===== src/rtl/mc_bus_pkg.sv =====
// Shared types and constants for the MCU memory-controller bus master.
// Command words are packed as {write, add, data}, with write in the MSB.
package mc_bus_pkg;

  typedef enum logic [1:0] {
    ST_IDLE   = 2'd0,
    ST_SETUP  = 2'd1,
    ST_STROBE = 2'd2,
    ST_HOLD   = 2'd3
  } mc_state_e;

  localparam int DEF_SETUP_CYCLES  = 3;
  localparam int DEF_STROBE_CYCLES = 6;
  localparam int DEF_HOLD_CYCLES   = 3;

  function automatic int cmd_width(input int add_w, input int data_w);
    return 1 + add_w + data_w;
  endfunction

endpackage


===== src/rtl/mc_cmd_fifo.sv =====
// Synchronous command FIFO. Pushes while full, pops while empty and any
// push or pop in a flush cycle are all ignored.
module mc_cmd_fifo #(
  parameter int WIDTH = 23,
  parameter int DEPTH = 8
) (
  input  logic                     clk_i,
  input  logic                     rst_ni,
  input  logic                     push_i,
  input  logic                     pop_i,
  input  logic                     flush_i,
  input  logic [WIDTH-1:0]         wr_data_i,
  output logic [WIDTH-1:0]         rd_data_o,
  output logic                     full_o,
  output logic                     empty_o,
  output logic [$clog2(DEPTH):0]   count_o
);

  localparam int AW = $clog2(DEPTH);
  localparam logic [AW-1:0] PTR_ONE  = AW'(1);
  localparam logic [AW:0]   CNT_ONE  = (AW+1)'(1);
  localparam logic [AW:0]   CNT_ZERO = (AW+1)'(0);
  localparam logic [AW:0]   CNT_FULL = (AW+1)'(DEPTH);

  logic [WIDTH-1:0] mem_q [DEPTH];
  logic [AW-1:0]    wr_ptr_q, rd_ptr_q;
  logic [AW:0]      count_q;
  logic             push_s, pop_s;

  assign full_o    = (count_q == CNT_FULL);
  assign empty_o   = (count_q == CNT_ZERO);
  assign count_o   = count_q;
  assign rd_data_o = mem_q[rd_ptr_q];
  assign push_s    = push_i && !full_o && !flush_i;
  assign pop_s     = pop_i && !empty_o && !flush_i;

  // Storage array; contents are qualified by count, so no reset is needed.
  always_ff @(posedge clk_i) begin
    if (push_s) begin
      mem_q[wr_ptr_q] <= wr_data_i;
    end
  end

  // Pointers wrap naturally because DEPTH is a power of two.
  always_ff @(posedge clk_i or negedge rst_ni) begin
    if (!rst_ni) begin
      wr_ptr_q <= '0;
      rd_ptr_q <= '0;
      count_q  <= CNT_ZERO;
    end else if (flush_i) begin
      wr_ptr_q <= '0;
      rd_ptr_q <= '0;
      count_q  <= CNT_ZERO;
    end else begin
      if (push_s) wr_ptr_q <= wr_ptr_q + PTR_ONE;
      if (pop_s)  rd_ptr_q <= rd_ptr_q + PTR_ONE;
      case ({push_s, pop_s})
        2'b10:   count_q <= count_q + CNT_ONE;
        2'b01:   count_q <= count_q - CNT_ONE;
        default: count_q <= count_q;
      endcase
    end
  end

endmodule


===== src/rtl/mc_bus_master.sv =====
// Queued command engine driving the MCU parallel memory-controller bus.
// Define MC_BUS_MASTER_WAIT_EN to add the mc_wait input that stretches STROBE.
module mc_bus_master
  import mc_bus_pkg::*;
#(
  parameter int MC_DATA_WIDTH = 16,
  parameter int MC_ADD_WIDTH  = 6,
  parameter int SETUP_CYCLES  = DEF_SETUP_CYCLES,
  parameter int STROBE_CYCLES = DEF_STROBE_CYCLES,
  parameter int HOLD_CYCLES   = DEF_HOLD_CYCLES,
  parameter int CNT_WIDTH     = 4,
  parameter int FIFO_DEPTH    = 8
) (
  input  logic                     clock,
  input  logic                     reset,
  input  logic                     flush,
  input  logic                     cmd_valid,
  output logic                     cmd_ready,
  input  logic                     cmd_write,
  input  logic [MC_ADD_WIDTH-1:0]  cmd_add,
  input  logic [MC_DATA_WIDTH-1:0] cmd_data,
  output logic                     rsp_valid,
  output logic [MC_DATA_WIDTH-1:0] rsp_data,
  output logic                     busy,
  output logic [MC_ADD_WIDTH-1:0]  mc_add,
  output logic [MC_DATA_WIDTH-1:0] mc_data_out,
  output logic                     mc_data_oe,
  input  logic [MC_DATA_WIDTH-1:0] mc_data_in,
`ifdef MC_BUS_MASTER_WAIT_EN
  input  logic                     mc_wait,
`endif
  output logic                     mc_ce,
  output logic                     mc_we,
  output logic                     mc_oe
);

  localparam int CW  = cmd_width(MC_ADD_WIDTH, MC_DATA_WIDTH);
  localparam int FCW = $clog2(FIFO_DEPTH) + 1;
  localparam logic [CNT_WIDTH-1:0] CNT_ZERO    = CNT_WIDTH'(0);
  localparam logic [CNT_WIDTH-1:0] CNT_ONE     = CNT_WIDTH'(1);
  localparam logic [CNT_WIDTH-1:0] SETUP_LOAD  = CNT_WIDTH'(SETUP_CYCLES - 1);
  localparam logic [CNT_WIDTH-1:0] STROBE_LOAD = CNT_WIDTH'(STROBE_CYCLES - 1);
  localparam logic [CNT_WIDTH-1:0] HOLD_LOAD   = CNT_WIDTH'(HOLD_CYCLES - 1);
  localparam logic [FCW-1:0]       FCNT_ZERO   = FCW'(0);

  mc_state_e                state_q;
  logic [CNT_WIDTH-1:0]     cnt_q;
  logic                     wr_q;
  logic [MC_ADD_WIDTH-1:0]  mc_add_q;
  logic [MC_DATA_WIDTH-1:0] mc_data_out_q, rsp_data_q;
  logic                     mc_data_oe_q, mc_ce_q, mc_we_q, mc_oe_q, rsp_valid_q;

  logic [CW-1:0]            head_s;
  logic                     fifo_full_s, fifo_empty_s, fifo_avail_s;
  logic [FCW-1:0]           fifo_count_s;
  logic                     phase_end_s, pop_s, wait_s;

  mc_cmd_fifo #(
    .WIDTH (CW),
    .DEPTH (FIFO_DEPTH)
  ) u_cmd_fifo (
    .clk_i     (clock),
    .rst_ni    (reset),
    .push_i    (cmd_valid),
    .pop_i     (pop_s),
    .flush_i   (flush),
    .wr_data_i ({cmd_write, cmd_add, cmd_data}),
    .rd_data_o (head_s),
    .full_o    (fifo_full_s),
    .empty_o   (fifo_empty_s),
    .count_o   (fifo_count_s)
  );

`ifdef MC_BUS_MASTER_WAIT_EN
  logic wait_meta_q, wait_sync_q;

  // Two-flop synchroniser for the asynchronous wait request.
  always_ff @(posedge clock or negedge reset) begin
    if (!reset) begin
      wait_meta_q <= 1'b0;
      wait_sync_q <= 1'b0;
    end else begin
      wait_meta_q <= mc_wait;
      wait_sync_q <= wait_meta_q;
    end
  end

  assign wait_s = wait_sync_q;
`else
  assign wait_s = 1'b0;
`endif

  // A flushed head is never started, so the flush really empties the queue.
  always_comb begin
    fifo_avail_s = !fifo_empty_s && !flush;
    phase_end_s  = (cnt_q == CNT_ZERO);
    if (fifo_avail_s && ((state_q == ST_IDLE) || ((state_q == ST_HOLD) && phase_end_s))) begin
      pop_s = 1'b1;
    end else begin
      pop_s = 1'b0;
    end
  end

  // Bus sequencer; starting a new command takes priority over the phase logic.
  always_ff @(posedge clock or negedge reset) begin
    if (!reset) begin
      state_q       <= ST_IDLE;
      cnt_q         <= CNT_ZERO;
      wr_q          <= 1'b0;
      mc_add_q      <= '0;
      mc_data_out_q <= '0;
      mc_data_oe_q  <= 1'b0;
      mc_ce_q       <= 1'b1;
      mc_we_q       <= 1'b1;
      mc_oe_q       <= 1'b1;
      rsp_valid_q   <= 1'b0;
      rsp_data_q    <= '0;
    end else begin
      rsp_valid_q <= 1'b0;
      if (pop_s) begin
        state_q       <= ST_SETUP;
        cnt_q         <= SETUP_LOAD;
        wr_q          <= head_s[CW-1];
        mc_add_q      <= head_s[CW-2 -: MC_ADD_WIDTH];
        mc_data_out_q <= head_s[MC_DATA_WIDTH-1:0];
        mc_data_oe_q  <= head_s[CW-1];
        mc_ce_q       <= 1'b0;
      end else begin
        case (state_q)
          ST_IDLE: state_q <= ST_IDLE;
          ST_SETUP: begin
            if (phase_end_s) begin
              state_q <= ST_STROBE;
              cnt_q   <= STROBE_LOAD;
              mc_we_q <= !wr_q;
              mc_oe_q <= wr_q;
            end else begin
              cnt_q <= cnt_q - CNT_ONE;
            end
          end
          ST_STROBE: begin
            if (phase_end_s && !wait_s) begin
              state_q <= ST_HOLD;
              cnt_q   <= HOLD_LOAD;
              mc_we_q <= 1'b1;
              mc_oe_q <= 1'b1;
              if (!wr_q) begin
                rsp_data_q  <= mc_data_in;
                rsp_valid_q <= 1'b1;
              end
            end else if (!phase_end_s) begin
              cnt_q <= cnt_q - CNT_ONE;
            end
          end
          ST_HOLD: begin
            if (phase_end_s) begin
              state_q      <= ST_IDLE;
              mc_ce_q      <= 1'b1;
              mc_data_oe_q <= 1'b0;
            end else begin
              cnt_q <= cnt_q - CNT_ONE;
            end
          end
          default: begin
            state_q      <= ST_IDLE;
            mc_ce_q      <= 1'b1;
            mc_we_q      <= 1'b1;
            mc_oe_q      <= 1'b1;
            mc_data_oe_q <= 1'b0;
          end
        endcase
      end
    end
  end

  assign cmd_ready   = !fifo_full_s;
  assign busy        = (state_q != ST_IDLE) || (fifo_count_s != FCNT_ZERO);
  assign mc_add      = mc_add_q;
  assign mc_data_out = mc_data_out_q;
  assign mc_data_oe  = mc_data_oe_q;
  assign mc_ce       = mc_ce_q;
  assign mc_we       = mc_we_q;
  assign mc_oe       = mc_oe_q;
  assign rsp_valid   = rsp_valid_q;
  assign rsp_data    = rsp_data_q;

endmodule


===== config.mk =====
export PLATFORM = sky130hd
export DESIGN_NAME = mc_bus_master
export DESIGN_NICKNAME = d
export VERILOG_FILES = /design/src/rtl/mc_bus_pkg.sv /design/src/rtl/mc_cmd_fifo.sv /design/src/rtl/mc_bus_master.sv
export SDC_FILE = /design/constraint.sdc
export NUM_CORES = 1
export LEC_CHECK = 0
export CORE_UTILIZATION = 40
export CTS_BUF_LIST = sky130_fd_sc_hd__clkbuf_4 sky130_fd_sc_hd__clkbuf_8
export DETAILED_ROUTE_END_ITERATION = 16
export SLEW_MARGIN = 10
export SYNTH_ARGS = -nofsm -noshare
export SYNTH_HDL_FRONTEND = slang
export SYNTH_SLANG_ARGS = --single-unit

===== constraint.sdc =====
create_clock -name clock -period 4 [get_ports clock]
set_clock_uncertainty 0.1 [all_clocks]
set_input_delay 0.8 -clock clock [delete_from_list [all_inputs] [get_ports clock]]
set_output_delay 0.8 -clock clock [all_outputs]
set_load 0.03 [all_outputs]

# [Word level (Yosys, flattened, before mapping)]
# Memories as Yosys holds them, arrays and structs flattened.
# Index checks and enable logic that the tools add are counted.
# W data, S select, Z words.
[word_totals] ramBits=184 out_inout_bits=45 memories=1 regBits=60
[mem_list] name="u_cmd_fifo.mem_q" depth=8 word_bits=23 read_ports=1 rd_ports_with_merged_regs=0 write_ports=1 line="mc_cmd_fifo.sv:25" rtl="logic [WIDTH-1:0] mem_q [DEPTH];"
[op_classes] n_bitwise=2 muxes=33 n_addsub=5 eq_ne=12 reduce_logical=30
[op_table] op="$mux W4" n=5
[op_table] op="$mux W1" n=15
[op_table] op="$mux W3" n=4
[op_table] op="$ne A3 B2 Y1 const B" n=4
[op_table] op="$pmux W4 S3" n=1
[op_table] op="$reduce_bool A2 Y1" n=6
[op_table] op="$logic_not A4 Y1" n=2
[op_table] op="$mux W2" n=4
[op_table] op="$pmux W2 S4" n=1
[op_table] op="$pmux W4 S2" n=1
[op_table] op="$reduce_and A4 Y1" n=2
[op_table] op="$reduce_bool A4 Y1" n=2
[op_table] op="$sub A4 B1 Y4 const B" n=2
[op_table] op="$logic_and A1 B1 Y1" n=7
[op_table] op="$add A3 B1 Y3 const B" n=2
[op_table] op="$eq A2 B2 Y1 const B" n=3
[op_table] op="$add A4 B1 Y4 const B" n=1
[op_table] op="$eq A2 B1 Y1 const B" n=2
[op_table] op="$eq A4 B4 Y1 const B" n=1
[op_table] op="$logic_not A1 Y1" n=4
[op_table] op="$ne A2 B2 Y1 const B" n=2
[op_table] op="$pmux W1 S2" n=2
[op_table] op="$reduce_and A2 Y1" n=2
[op_table] op="$reduce_and A3 Y1" n=1
[op_table] op="other kinds (4)" n=6

# [Depth between registers and ports, before layout]
[depth] ltp_word=10 mapped_depth=14 depth_no_buf=13

# [By module]
# From an unflattened synthesis, not the netlist that was laid out.
[hier_totals] cells_unflattened=505 area_unflattened_um2=9809.4
[modules_own_cells] mod="mc_cmd_fifo" area_per_inst_um2=7607.3 instances=1 cells_per_inst=343
[modules_own_cells] mod="mc_bus_master" area_per_inst_um2=2202.1 instances=1 cells_per_inst=162

# [Least setup slack after synthesis]
# OpenSTA, ideal clock, no wires.
[synth_path] path_type="input port to flip-flop" from="input cmd_valid" to="memory u_cmd_fifo.mem_q[0][0], enable pin" t_arrival_ns=3.308 slack_ns=0.160 required_time_ns=3.468 cell_stages=4 n_path_buf=1 setup_time_ns=0.432 cell_sequence="clkbuf_1 > a21bo_2 > or3_1 > nor3_1"
[synth_via] elab_chain_cells=4
[synth_lines] element="start, declared" line="mc_bus_master.sv:17" rtl="input logic cmd_valid,"
[synth_lines] element="$logic_and A1 B1 Y1 (2 in a row)" line="mc_cmd_fifo.sv:34" rtl="assign push_s = push_i && !full_o && !flush_i;"
[synth_lines] element="$mux W1" line="mc_cmd_fifo.sv:39" rtl="if (push_s) begin"
[synth_lines] element="$mux W1 (implied by the code)" line="mc_cmd_fifo.sv:40" rtl="mem_q[wr_ptr_q] <= wr_data_i;"
[synth_lines] element="end, declared" line="mc_cmd_fifo.sv:25"
# No other way between the ends.

# [Final worst setup path]
[layout_path] from="register u_cmd_fifo.count_q[1] (netlist: u_cmd_fifo.count_o[1])" to="output cmd_ready"
[layout_via] elab_chain_cells=2
[layout_lines] element="start, declared" line="mc_cmd_fifo.sv:27" rtl="logic [AW:0] count_q;"
[layout_lines] element="start signal, assigned" line="mc_cmd_fifo.sv:58" rtl="2'b10: count_q <= count_q + CNT_ONE;"
[layout_lines] element="start signal, assigned" line="mc_cmd_fifo.sv:59" rtl="2'b01: count_q <= count_q - CNT_ONE;"
[layout_lines] element="start signal, assigned" line="mc_cmd_fifo.sv:60" rtl="default: count_q <= count_q;"
[layout_lines] element="$eq A4 B4 Y1" line="mc_cmd_fifo.sv:30" rtl="assign full_o = (count_q == CNT_FULL);"
[layout_lines] element="$logic_not A1 Y1" line="mc_bus_master.sv:176" rtl="assign cmd_ready = !fifo_full_s;"
[layout_lines] element="end, declared" line="mc_bus_master.sv:18" rtl="output logic cmd_ready,"
# No other way between the ends.

==> results.ini <==
[cts]
htreeDepth = 2
clock_sinks = 244
cts-resized-gates = 0
cts-buffers-inserted = 40
clk_pin_slew_ns = 0.06
cts_hold_buf = 0
clk_path_buf_depth = 3
cts_tree = yes
root_buffer = clkbuf_8
cts_setup_buffers = 0
clkLatencyLatePin_ns = 0.55

[worst_setup_path]
path_class = reg2out
worstPathMaxFanout = 8
worstPathRequired_ns = 3.10
cp_data_arrival_time_ns = 2.52
end_kind = output port
cp-start-kind = flop

[layout]
areaGrowthSynthToFinish_pct = 23.0
insertedDiodeCount = 0
multi_input_area_sq_mm = 0.00256
fillers = 2023
drive_above_1_share_pct = 26.0
ff_latch_area_sq_mm = 0.00703
finalNetCount = 714

[yosys]
synthArstFlopShare_pct = 24.6
synth_cells = 534
seq_area_frac_synth_pct = 72.3
synth_top_area_share_pct = 56.9
synth-edff-count = 184
synth-main-ff-cell = edfxtp_1
ys_top_cells_by_area = edfxtp_1 57%, dfrtp_1 15%, mux4_2 11%
yosysMostFrequentCell = edfxtp_1
syn-cell-area_sq_mm = 0.00972
yosysWarnings = 0
yosys_register_bits = 244
yosys.area.top_type = edfxtp_1
postSynthAreaPerCell_sq_um = 18.2
synth_cell_types = 47
synth_common_cells = 184 x edfxtp_1, 57 x dfrtp_1, 48 x nor2_1
synth_fp_nets = 587

[placed_design]
portBuffers = 87
hpwl_mm = 11.9
post-place-ws_ns = 0.810
gp_congestion = 0.822

[sta]
finalSetupViolations = 0
maxSlewViolCount = 0
fin_crit_sh_pct = 85.5
whs_ns = 0.253
timing.slew.headroom_pct = 38.7
rsz0062_at_grt = false
final.setup.worst_slack_ns = 0.578
period_minus_slack_ns = 3.42
final.setup.tns_ns = 0
worst_slew_pin_slew_ns = 0.919
fmax_ghz = 0.292
hold_viol = 0

[routing]
ant_nets = 0
firstDrtPassIters = 4
via_per_inst = 5.08
wire_per_inst_um = 18.7
drc = 0
vias = 5133
wl_mm = 18.9
drtIter0Drc = 313

[global_route]
grt.overflow.total = 0
grt_first_pass_wirelength_mm = 29.2
grt_pass1_vias = 5293
gr-usage-all-layers_pct = 15.8
grt_max_degree = 36
antenna_found_initial = 0

[floorplan]
io_pins = 88
core_sq_mm = 0.0237
die_w_um = 158
rows = 56
initial_core_util_pct = 41.0
fp.dieArea_sq_mm = 0.0249
die_h_um = 158

[power_and_ir_drop]
p_per_area_mw_per_mm2 = 652
fin_total_pwr_mw = 7.79
irDropWorstVdd_uv = 291
p_leak_nw = 4.23

[hold_path]
hold_path.class = in2async

[outcome]
outcome = complete, no violations

[job]
max_cap_viol_count = 0

worst max-delay path, stage by stage (launching register included):
cell,delay [ns]
dfrtp_1,0.47
nor3_1,0.63
nand2_1,0.23
clkdlybuf4s50_1,0.65
placed cells by master (no fill, tap or decap), types with 2 or more instances in the layout:
cell type	n
buf_4	24
nor2b_1	3
mux4_2	46
mux2_2	10
clkinv_2	9
nand2b_1	5
o21ai_0	4
a31oi_1	4
dfstp_2	3
o22ai_1	2
a21oi_1	33
edfxtp_1	184
nor3_1	6
dfrtp_2	2
xor2_1	5
mux2i_1	25
o22a_1	2
dfrtp_1	55
nor2_2	6
ha_1	10
clkbuf_8	46
clkinv_1	4
inv_1	9
a211oi_1	2
nand2_1	11
nor3_2	2
inv_8	2
mux2_4	9
clkbuf_4	7
nand3_1	5
nor2_1	42
bufinv_16	3
or3_1	3
clkdlybuf4s50_1	86
final timing paths:
path / from / to / slack, ns / cells past startpoint
max: u_cmd_fifo.count_o[1] / cmd_ready / 0.58 / 3
min: reset / cnt_q[1] / 0.25 / 1
max reg2reg: state_q[0] / u_cmd_fifo.count_o[3] / 0.93 / 11
min reg2reg: rsp_data[7] / rsp_data[7] / 0.41 / 1
max in group asynchronous: reset / mc_oe / 2.76 / 2
min in group clock: rsp_data[7] / rsp_data[7] / 0.41 / 1
through the flow:
step	cells	util (%)	instance area [sq um]
floorplan	534	-	9720
global placement	938	46.7	11100
detailed placement	938	46.7	11100
CTS	1011	50.5	12000
global route	1011	50.5	12000
finish	1011	50.5	12000
state kept, by name, summed over array words and instances, names as in the netlist:
name	flops
u_cmd_fifo.mem_q	184
mc_data_out	16
rsp_data	16
mc_add	6
cnt_q	4
u_cmd_fifo.count_o	4
u_cmd_fifo.rd_ptr_q	3
u_cmd_fifo.wr_ptr_q	3
state_q	2
mc_ce	1
mc_data_oe	1
mc_oe	1
mc_we	1
rsp_valid	1
wr_q	1
metal layers:
metal	global-route usage [%]	share of wire (%)	vias up
met5	0	0	-
met1	20.6	45	2616
met3	3.70	4.9	31
li1	-	-	2353
met2	26.2	48	133
met4	5.18	1.7	0
cell type report:
cell class	instances	share of cell area [%]
Tap cell	319	3.34
Timing Repair Buffer	111	8.75
Sequential cell	244	58.8
Clock buffer	53	5.74
Clock inverter	20	1.65
Multi-Input combinational cell	255	21.4
Inverter	9	0.283
logic make-up after synthesis:
logic type | synth area share (%)
AO/OA/AOI/OAI | 3.79
XOR/XNOR | 0.541
adder cells (fa/ha/maj) | 1.29
buffers and inverters | 1.61
flip-flops | 72.3
multiplexers | 15.8
AND/OR/NAND/NOR | 4.65
power by group:
part           leakage, nW  internal (mW)  switching (mW)
logic                 1.37           1.03            1.17
registers             2.39           3.02           0.262
clock network        0.470           1.34           0.978
No activity file was read; power rests on OpenSTA's default activity.
